<file path="config.mk">
export PLATFORM = sky130hd
export DESIGN_NAME = uart_rx_ctrl_flat
export DESIGN_NICKNAME = d
export VERILOG_FILES = /design/src/rtl/uart_rx_ctrl_if.sv /design/src/rtl/uart_rx_ctrl.sv /design/src/flat_wrapper.sv
export SDC_FILE = /design/constraint.sdc
export NUM_CORES = 1
export LEC_CHECK = 0
export ABC_AREA = 0
export CORE_MARGIN = 3
export CORE_UTILIZATION = 55
export CTS_CLUSTER_SIZE = 24
export DETAILED_ROUTE_END_ITERATION = 7
export DONT_BUFFER_PORTS = 1
export PLACE_DENSITY = 0.79
export SYNTH_ARGS = -nofsm -noshare
export SYNTH_HDL_FRONTEND = slang
export SYNTH_SLANG_ARGS = --single-unit
export TNS_END_PERCENT = 20
</file>
<file path="constraint.sdc">
create_clock -name CLK -period 4.65 [get_ports CLK]
set_input_delay 1.1625 -clock CLK [delete_from_list [all_inputs] [get_ports CLK]]
set_output_delay 1.1625 -clock CLK [all_outputs]
set_load 0.01 [all_outputs]
</file>
<file path="src/rtl/uart_rx_ctrl_if.sv">
// Handshake bundle between the UART receive controller and its datapath blocks:
// enables and edge index out, registered checker flags in, per-frame result pulses out.
interface uart_rx_ctrl_if #(
  parameter int PRESC_W = 6
);
  logic               Dat_samp_en;
  logic               Str_chk_en;
  logic               Deser_en;
  logic               Par_chk_en;
  logic               Stp_chk_en;
  logic [PRESC_W-1:0] Edge_cnt;
  logic               Str_err;
  logic               Par_err;
  logic               Stp_err;
  logic               Data_valid;
  logic               Par_error;
  logic               Stop_error;

  modport master (
    output Dat_samp_en, Str_chk_en, Deser_en, Par_chk_en, Stp_chk_en, Edge_cnt,
    output Data_valid, Par_error, Stop_error,
    input  Str_err, Par_err, Stp_err
  );

  modport slave (
    input  Dat_samp_en, Str_chk_en, Deser_en, Par_chk_en, Stp_chk_en, Edge_cnt,
    input  Data_valid, Par_error, Stop_error,
    output Str_err, Par_err, Stp_err
  );
endinterface

</file>
<file path="src/rtl/uart_rx_ctrl.sv">
// UART receive sequencer: walks start/data/parity/stop using an oversampling edge
// counter, drives the datapath enables and emits one result pulse per completed frame.
module uart_rx_ctrl #(
  parameter int DATA_W  = 8,
  parameter int PRESC_W = 6
) (
  input  logic               CLK,
  input  logic               RST,
  input  logic               RX_IN,
  input  logic [PRESC_W-1:0] Prescale,
  input  logic               PAR_EN,
  uart_rx_ctrl_if.master     dp
);
  localparam int BC_W = (DATA_W > 1) ? $clog2(DATA_W) : 1;

  localparam logic [2:0] IDLE   = 3'd0;
  localparam logic [2:0] START  = 3'd1;
  localparam logic [2:0] DATA   = 3'd2;
  localparam logic [2:0] PARITY = 3'd3;
  localparam logic [2:0] STOP   = 3'd4;

  logic [2:0]         state_reg, state_next;
  logic [PRESC_W-1:0] ec_reg, ec_next;
  logic [BC_W-1:0]    bc_reg, bc_next;
  logic [PRESC_W-1:0] p_reg, p_next;
  logic               pe_reg, pe_next;
  logic               perr_reg, perr_next;
  logic               dv_reg, dv_next;
  logic               par_error_reg, par_error_next;
  logic               stop_error_reg, stop_error_next;

  logic [PRESC_W-1:0] p_sel;
  logic [PRESC_W-1:0] chk;
  logic [PRESC_W-1:0] p_last;
  logic               bit_end;
  logic               in_chk_win;

  // Anything other than 8/16/32 falls back to 8 so checker timing stays valid.
  assign p_sel = (Prescale == PRESC_W'(8) || Prescale == PRESC_W'(16) ||
                  Prescale == PRESC_W'(32)) ? Prescale : PRESC_W'(8);

  assign chk        = (p_reg >> 1) + PRESC_W'(2);
  assign p_last     = p_reg - PRESC_W'(1);
  assign bit_end    = (ec_reg == p_last);
  assign in_chk_win = (ec_reg >= chk);

  always_comb begin
    state_next      = state_reg;
    ec_next         = bit_end ? '0 : ec_reg + 1'b1;
    bc_next         = bc_reg;
    p_next          = p_reg;
    pe_next         = pe_reg;
    perr_next       = perr_reg;
    dv_next         = 1'b0;
    par_error_next  = 1'b0;
    stop_error_next = 1'b0;
    case (state_reg)
      IDLE: begin
        ec_next = '0;
        if (!RX_IN) begin
          // The detect cycle itself is edge 0 of the start bit.
          state_next = START;
          ec_next    = PRESC_W'(1);
          p_next     = p_sel;
          pe_next    = PAR_EN;
          perr_next  = 1'b0;
        end
      end
      START: begin
        if (bit_end) begin
          bc_next    = '0;
          state_next = dp.Str_err ? IDLE : DATA;
        end
      end
      DATA: begin
        if (bit_end) begin
          bc_next = bc_reg + 1'b1;
          if (bc_reg == BC_W'(DATA_W - 1)) begin
            bc_next    = '0;
            state_next = pe_reg ? PARITY : STOP;
          end
        end
      end
      PARITY: begin
        if (bit_end) begin
          perr_next  = dp.Par_err;
          state_next = STOP;
        end
      end
      STOP: begin
        if (bit_end) begin
          state_next = IDLE;
          if (perr_reg)        par_error_next  = 1'b1;
          else if (dp.Stp_err) stop_error_next = 1'b1;
          else                 dv_next         = 1'b1;
        end
      end
      default: begin
        state_next = IDLE;
        ec_next    = '0;
      end
    endcase
  end

  always_ff @(posedge CLK) begin
    if (RST) begin
      state_reg      <= IDLE;
      ec_reg         <= '0;
      bc_reg         <= '0;
      p_reg          <= '0;
      pe_reg         <= 1'b0;
      perr_reg       <= 1'b0;
      dv_reg         <= 1'b0;
      par_error_reg  <= 1'b0;
      stop_error_reg <= 1'b0;
    end else begin
      state_reg      <= state_next;
      ec_reg         <= ec_next;
      bc_reg         <= bc_next;
      p_reg          <= p_next;
      pe_reg         <= pe_next;
      perr_reg       <= perr_next;
      dv_reg         <= dv_next;
      par_error_reg  <= par_error_next;
      stop_error_reg <= stop_error_next;
    end
  end

  assign dp.Dat_samp_en = (state_reg != IDLE);
  assign dp.Str_chk_en  = (state_reg == START)  && in_chk_win;
  assign dp.Deser_en    = (state_reg == DATA)   && (ec_reg == chk);
  assign dp.Par_chk_en  = (state_reg == PARITY) && in_chk_win;
  assign dp.Stp_chk_en  = (state_reg == STOP)   && in_chk_win;
  assign dp.Edge_cnt    = ec_reg;
  assign dp.Data_valid  = dv_reg;
  assign dp.Par_error   = par_error_reg;
  assign dp.Stop_error  = stop_error_reg;
endmodule

</file>
<file path="src/flat_wrapper.sv">
// flat-port wrapper written by rule: the top's interface ports become plain ports
module uart_rx_ctrl_flat 
#(
  parameter int DATA_W  = 8,
  parameter int PRESC_W = 6
)
  (CLK, RST, RX_IN, Prescale, PAR_EN, dp_Dat_samp_en, dp_Str_chk_en, dp_Deser_en, dp_Par_chk_en, dp_Stp_chk_en, dp_Edge_cnt, dp_Data_valid, dp_Par_error, dp_Stop_error, dp_Str_err, dp_Par_err, dp_Stp_err);
  uart_rx_ctrl_if #(.PRESC_W(PRESC_W)) dp_i ();
  input  logic CLK;
  input  logic RST;
  input  logic RX_IN;
  input  logic [PRESC_W-1:0] Prescale;
  input  logic PAR_EN;
  output wire logic [$bits(dp_i.Dat_samp_en)-1:0] dp_Dat_samp_en;
  output wire logic [$bits(dp_i.Str_chk_en)-1:0] dp_Str_chk_en;
  output wire logic [$bits(dp_i.Deser_en)-1:0] dp_Deser_en;
  output wire logic [$bits(dp_i.Par_chk_en)-1:0] dp_Par_chk_en;
  output wire logic [$bits(dp_i.Stp_chk_en)-1:0] dp_Stp_chk_en;
  output wire logic [$bits(dp_i.Edge_cnt)-1:0] dp_Edge_cnt;
  output wire logic [$bits(dp_i.Data_valid)-1:0] dp_Data_valid;
  output wire logic [$bits(dp_i.Par_error)-1:0] dp_Par_error;
  output wire logic [$bits(dp_i.Stop_error)-1:0] dp_Stop_error;
  input wire logic [$bits(dp_i.Str_err)-1:0] dp_Str_err;
  input wire logic [$bits(dp_i.Par_err)-1:0] dp_Par_err;
  input wire logic [$bits(dp_i.Stp_err)-1:0] dp_Stp_err;
  assign dp_Dat_samp_en = dp_i.Dat_samp_en;
  assign dp_Str_chk_en = dp_i.Str_chk_en;
  assign dp_Deser_en = dp_i.Deser_en;
  assign dp_Par_chk_en = dp_i.Par_chk_en;
  assign dp_Stp_chk_en = dp_i.Stp_chk_en;
  assign dp_Edge_cnt = dp_i.Edge_cnt;
  assign dp_Data_valid = dp_i.Data_valid;
  assign dp_Par_error = dp_i.Par_error;
  assign dp_Stop_error = dp_i.Stop_error;
  assign dp_i.Str_err = dp_Str_err;
  assign dp_i.Par_err = dp_Par_err;
  assign dp_i.Stp_err = dp_Stp_err;
  uart_rx_ctrl #(.DATA_W(DATA_W), .PRESC_W(PRESC_W)) u_core (.CLK(CLK), .RST(RST), .RX_IN(RX_IN), .Prescale(Prescale), .PAR_EN(PAR_EN), .dp(dp_i));
endmodule
</file>
==> results.sh <==
export IMPL_maxCapViolCount=0
export IMPL_io_pins=27
export IMPL_antenna_found_initial=0
export IMPL_slew_headroom=0.560
export IMPL_h_tree_depth=1
export IMPL_worst_setup_path_type="reg2out"
export IMPL_synth_seq_area_share=0.317
export IMPL_synth_top_area_cell="dfxtp_1"
export IMPL_yosysUniqueCellTypes=41
export IMPL_fp_coreArea_mm2=0.00236
export IMPL_cts_root_buf="clkbuf_4"
export IMPL_holdBufCountCts=0
export IMPL_viasPerCell=5.95
export IMPL_grt_max_degree=16
export IMPL_arrival_ps=2810
export IMPL_power_density_mw_per_mm2=339
export IMPL_ys_warn_count=0
export IMPL_synth_cell_area_mm2=0.00145
export IMPL_fin_setup_tns_ps=0
export IMPL_die_w_um=57.4
export IMPL_clock_sinks=23
export IMPL_peakVddDrop_uv=259
export IMPL_netlist_top_cells_count="dfxtp_1, nand2_1, ha_1, nor2_1, inv_1"
export IMPL_gp_congestion=0.903
export IMPL_syn_area_per_cell_um2=8.80
export IMPL_ys_seq_elements=23
export IMPL_reg2regPathDepth=8
export IMPL_cts_buffers=3
export IMPL_multiInputGateArea_um2=931
export IMPL_required_ps=3490
export IMPL_fin_worst_skew_ps=4.21
export IMPL_timing_hold_ws_ps=484
export IMPL_post_cts_resized=0
export IMPL_fin_util=0.632
export IMPL_synth_cells=165
export IMPL_clk_pin_slew_ps=130
export IMPL_finalCritPeriodShare=0.855
export IMPL_tritoncts="done"
export IMPL_insertion_delay_ps=310
export IMPL_max_freq_ghz=0.252
export IMPL_n_fill_cell=199
export IMPL_routedWlPerCell_um=15.0
export IMPL_place_hpwl_um=2340
export IMPL_hold_path_depth=2
export IMPL_n_antenna_cell=0
export IMPL_postCtsSetupRepairBufs=0
export IMPL_wirelength_um=2900
export IMPL_worst_pin_slew_ps=659
export IMPL_synth_edf_count=0
export IMPL_drc=0
export IMPL_dieArea_mm2=0.00329
export IMPL_fin_crit_ps=3970
export IMPL_p_leak_nw=0.561
export IMPL_crit_fanout=5
export IMPL_row_count=17
export IMPL_synth_most_common_cell="dfxtp_1"
export IMPL_startpoint_type="flop"
export IMPL_setup_viol=0
export IMPL_stdcell_area_mm2=0.00149
export IMPL_outcome="completed"
export IMPL_drv_slew=0
export IMPL_area_growth_pct=2.76
export IMPL_synth_flop_cell="dfxtp_1"
export IMPL_grt_pass1_wl_um=5060
export IMPL_async_flop_share=0
export IMPL_hold_viol_final=0
export IMPL_rsz0062_at_grt="false"
export IMPL_synth_fp_nets=191
export IMPL_vias=1148
export IMPL_track_usage=0.196
export IMPL_netlist_top_cells_area="dfxtp_1, ha_1, xnor2_1, nand2_1, xor2_1"
export IMPL_first_iter_violations=44
export IMPL_seq_area_um2=460
export IMPL_ant_nets=0
export IMPL_crit_path_end_kind="primary output"
export IMPL_synth_top_area_frac=0.317
export IMPL_die_height_um=57.4
export IMPL_clk_path_buf_depth=2
export IMPL_initial_core_util=0.615
export IMPL_hp_class="reg2reg"
export IMPL_first_global_vias=1136
export IMPL_fin_nets=192
export IMPL_drt_pass1_iter_count=4
export IMPL_p_total_mw=0.505
export IMPL_io_buffers=0
export IMPL_placed_cell_area_mm2=0.00146
export IMPL_drive_gt1_frac=0.0788
export IMPL_grt_overflow=0
layout make-up:
| cell class | count | share of cell area |
|---|---|---|
| flip-flops and latches | 23 | 0.309 |
| well taps | 28 | 0.0235 |
| inverters | 10 | 0.0252 |
| multi-input cells | 128 | 0.624 |
| clock inverters | 1 | 0.00336 |
| clock buffers | 3 | 0.0151 |
metrics by stage:
| stage | setup slack, ps | std cells |
|---|---|---|
| global route | 551 | 193 |
| CTS | 657 | 193 |
| detailed placement | 1040 | 189 |
| finish | 676 | 193 |
| floorplan | 1410 | 165 |
| global placement | 1200 | 189 |
worst max-delay path, stage by stage, from the launching register on:
cell and delay [ps]:
dfxtp_1 440, inv_1 160, ha_1 310, inv_1 40, ha_1 270, o21a_1 110
o21ai_0 180, nand2b_1 90, a2111oi_1 660, nor3_1 230
worst paths after layout:
check | slack (ps) | endpoint | from
max | 680 | dp_Par_chk_en | u_core.p_reg[2]
min reg2reg | 480 | u_core.dp.Par_error | u_core.perr_reg
min | 480 | u_core.dp.Par_error | u_core.perr_reg
max reg2reg | 2520 | u_core.bc_reg[2] | u_core.p_reg[1]
cell usage in the layout, fill, tap and decap left out, types with 2 or more instances in the layout:
master | Yosys | routed
nor3_1 | 9 | 9
nor2_1 | 13 | 13
ha_1 | 13 | 13
nand3_1 | 4 | 4
o211ai_1 | 2 | 2
xor2_1 | 6 | 6
a21oi_1 | 9 | 9
nand4b_1 | 3 | 3
a211o_1 | 2 | 2
nor3b_1 | 2 | 2
nand4_1 | 2 | 2
mux2i_1 | 3 | 3
nor2b_1 | 3 | 3
o21ai_0 | 2 | 2
clkbuf_4 | 0 | 3
nand2_1 | 14 | 14
nand2b_1 | 8 | 8
dfxtp_1 | 23 | 23
and3_1 | 2 | 2
xnor2_2 | 2 | 2
nor4_1 | 3 | 3
inv_1 | 10 | 10
xnor2_1 | 8 | 8
nor2_2 | 2 | 2
where the power goes:
| group | leakage (nW) | switching [mW] | internal, mW |
|---|---|---|---|
| clock | 0.0177 | 0.0628 | 0.0322 |
| sequential | 0.186 | 0.0308 | 0.210 |
| combinational | 0.357 | 0.0938 | 0.0753 |
| total | 0.561 | 0.187 | 0.318 |
layer usage:
| metal | global-route usage | part of all wire | vias up |
|---|---|---|---|
| met5 | 0 | 0 | - |
| met4 | 0.0629 | 0.013 | 0 |
| met3 | 0.0385 | 0.046 | 5 |
| met2 | 0.329 | 0.49 | 26 |
| met1 | 0.251 | 0.45 | 538 |
| li1 | - | - | 579 |
cells by family (layout without fill, tap and decap cells):
family          after synthesis  after routing  synth area share
compound gates               24             24             0.130
xor+xnor                     17             17             0.118
fa+ha+maj                    13             13             0.112
buf+inv                      14             14            0.0414
flops                        23             23             0.317
mux                           3              3            0.0207
simple gates                 71             71             0.260
No activity file was read; power rests on OpenSTA's default activity.
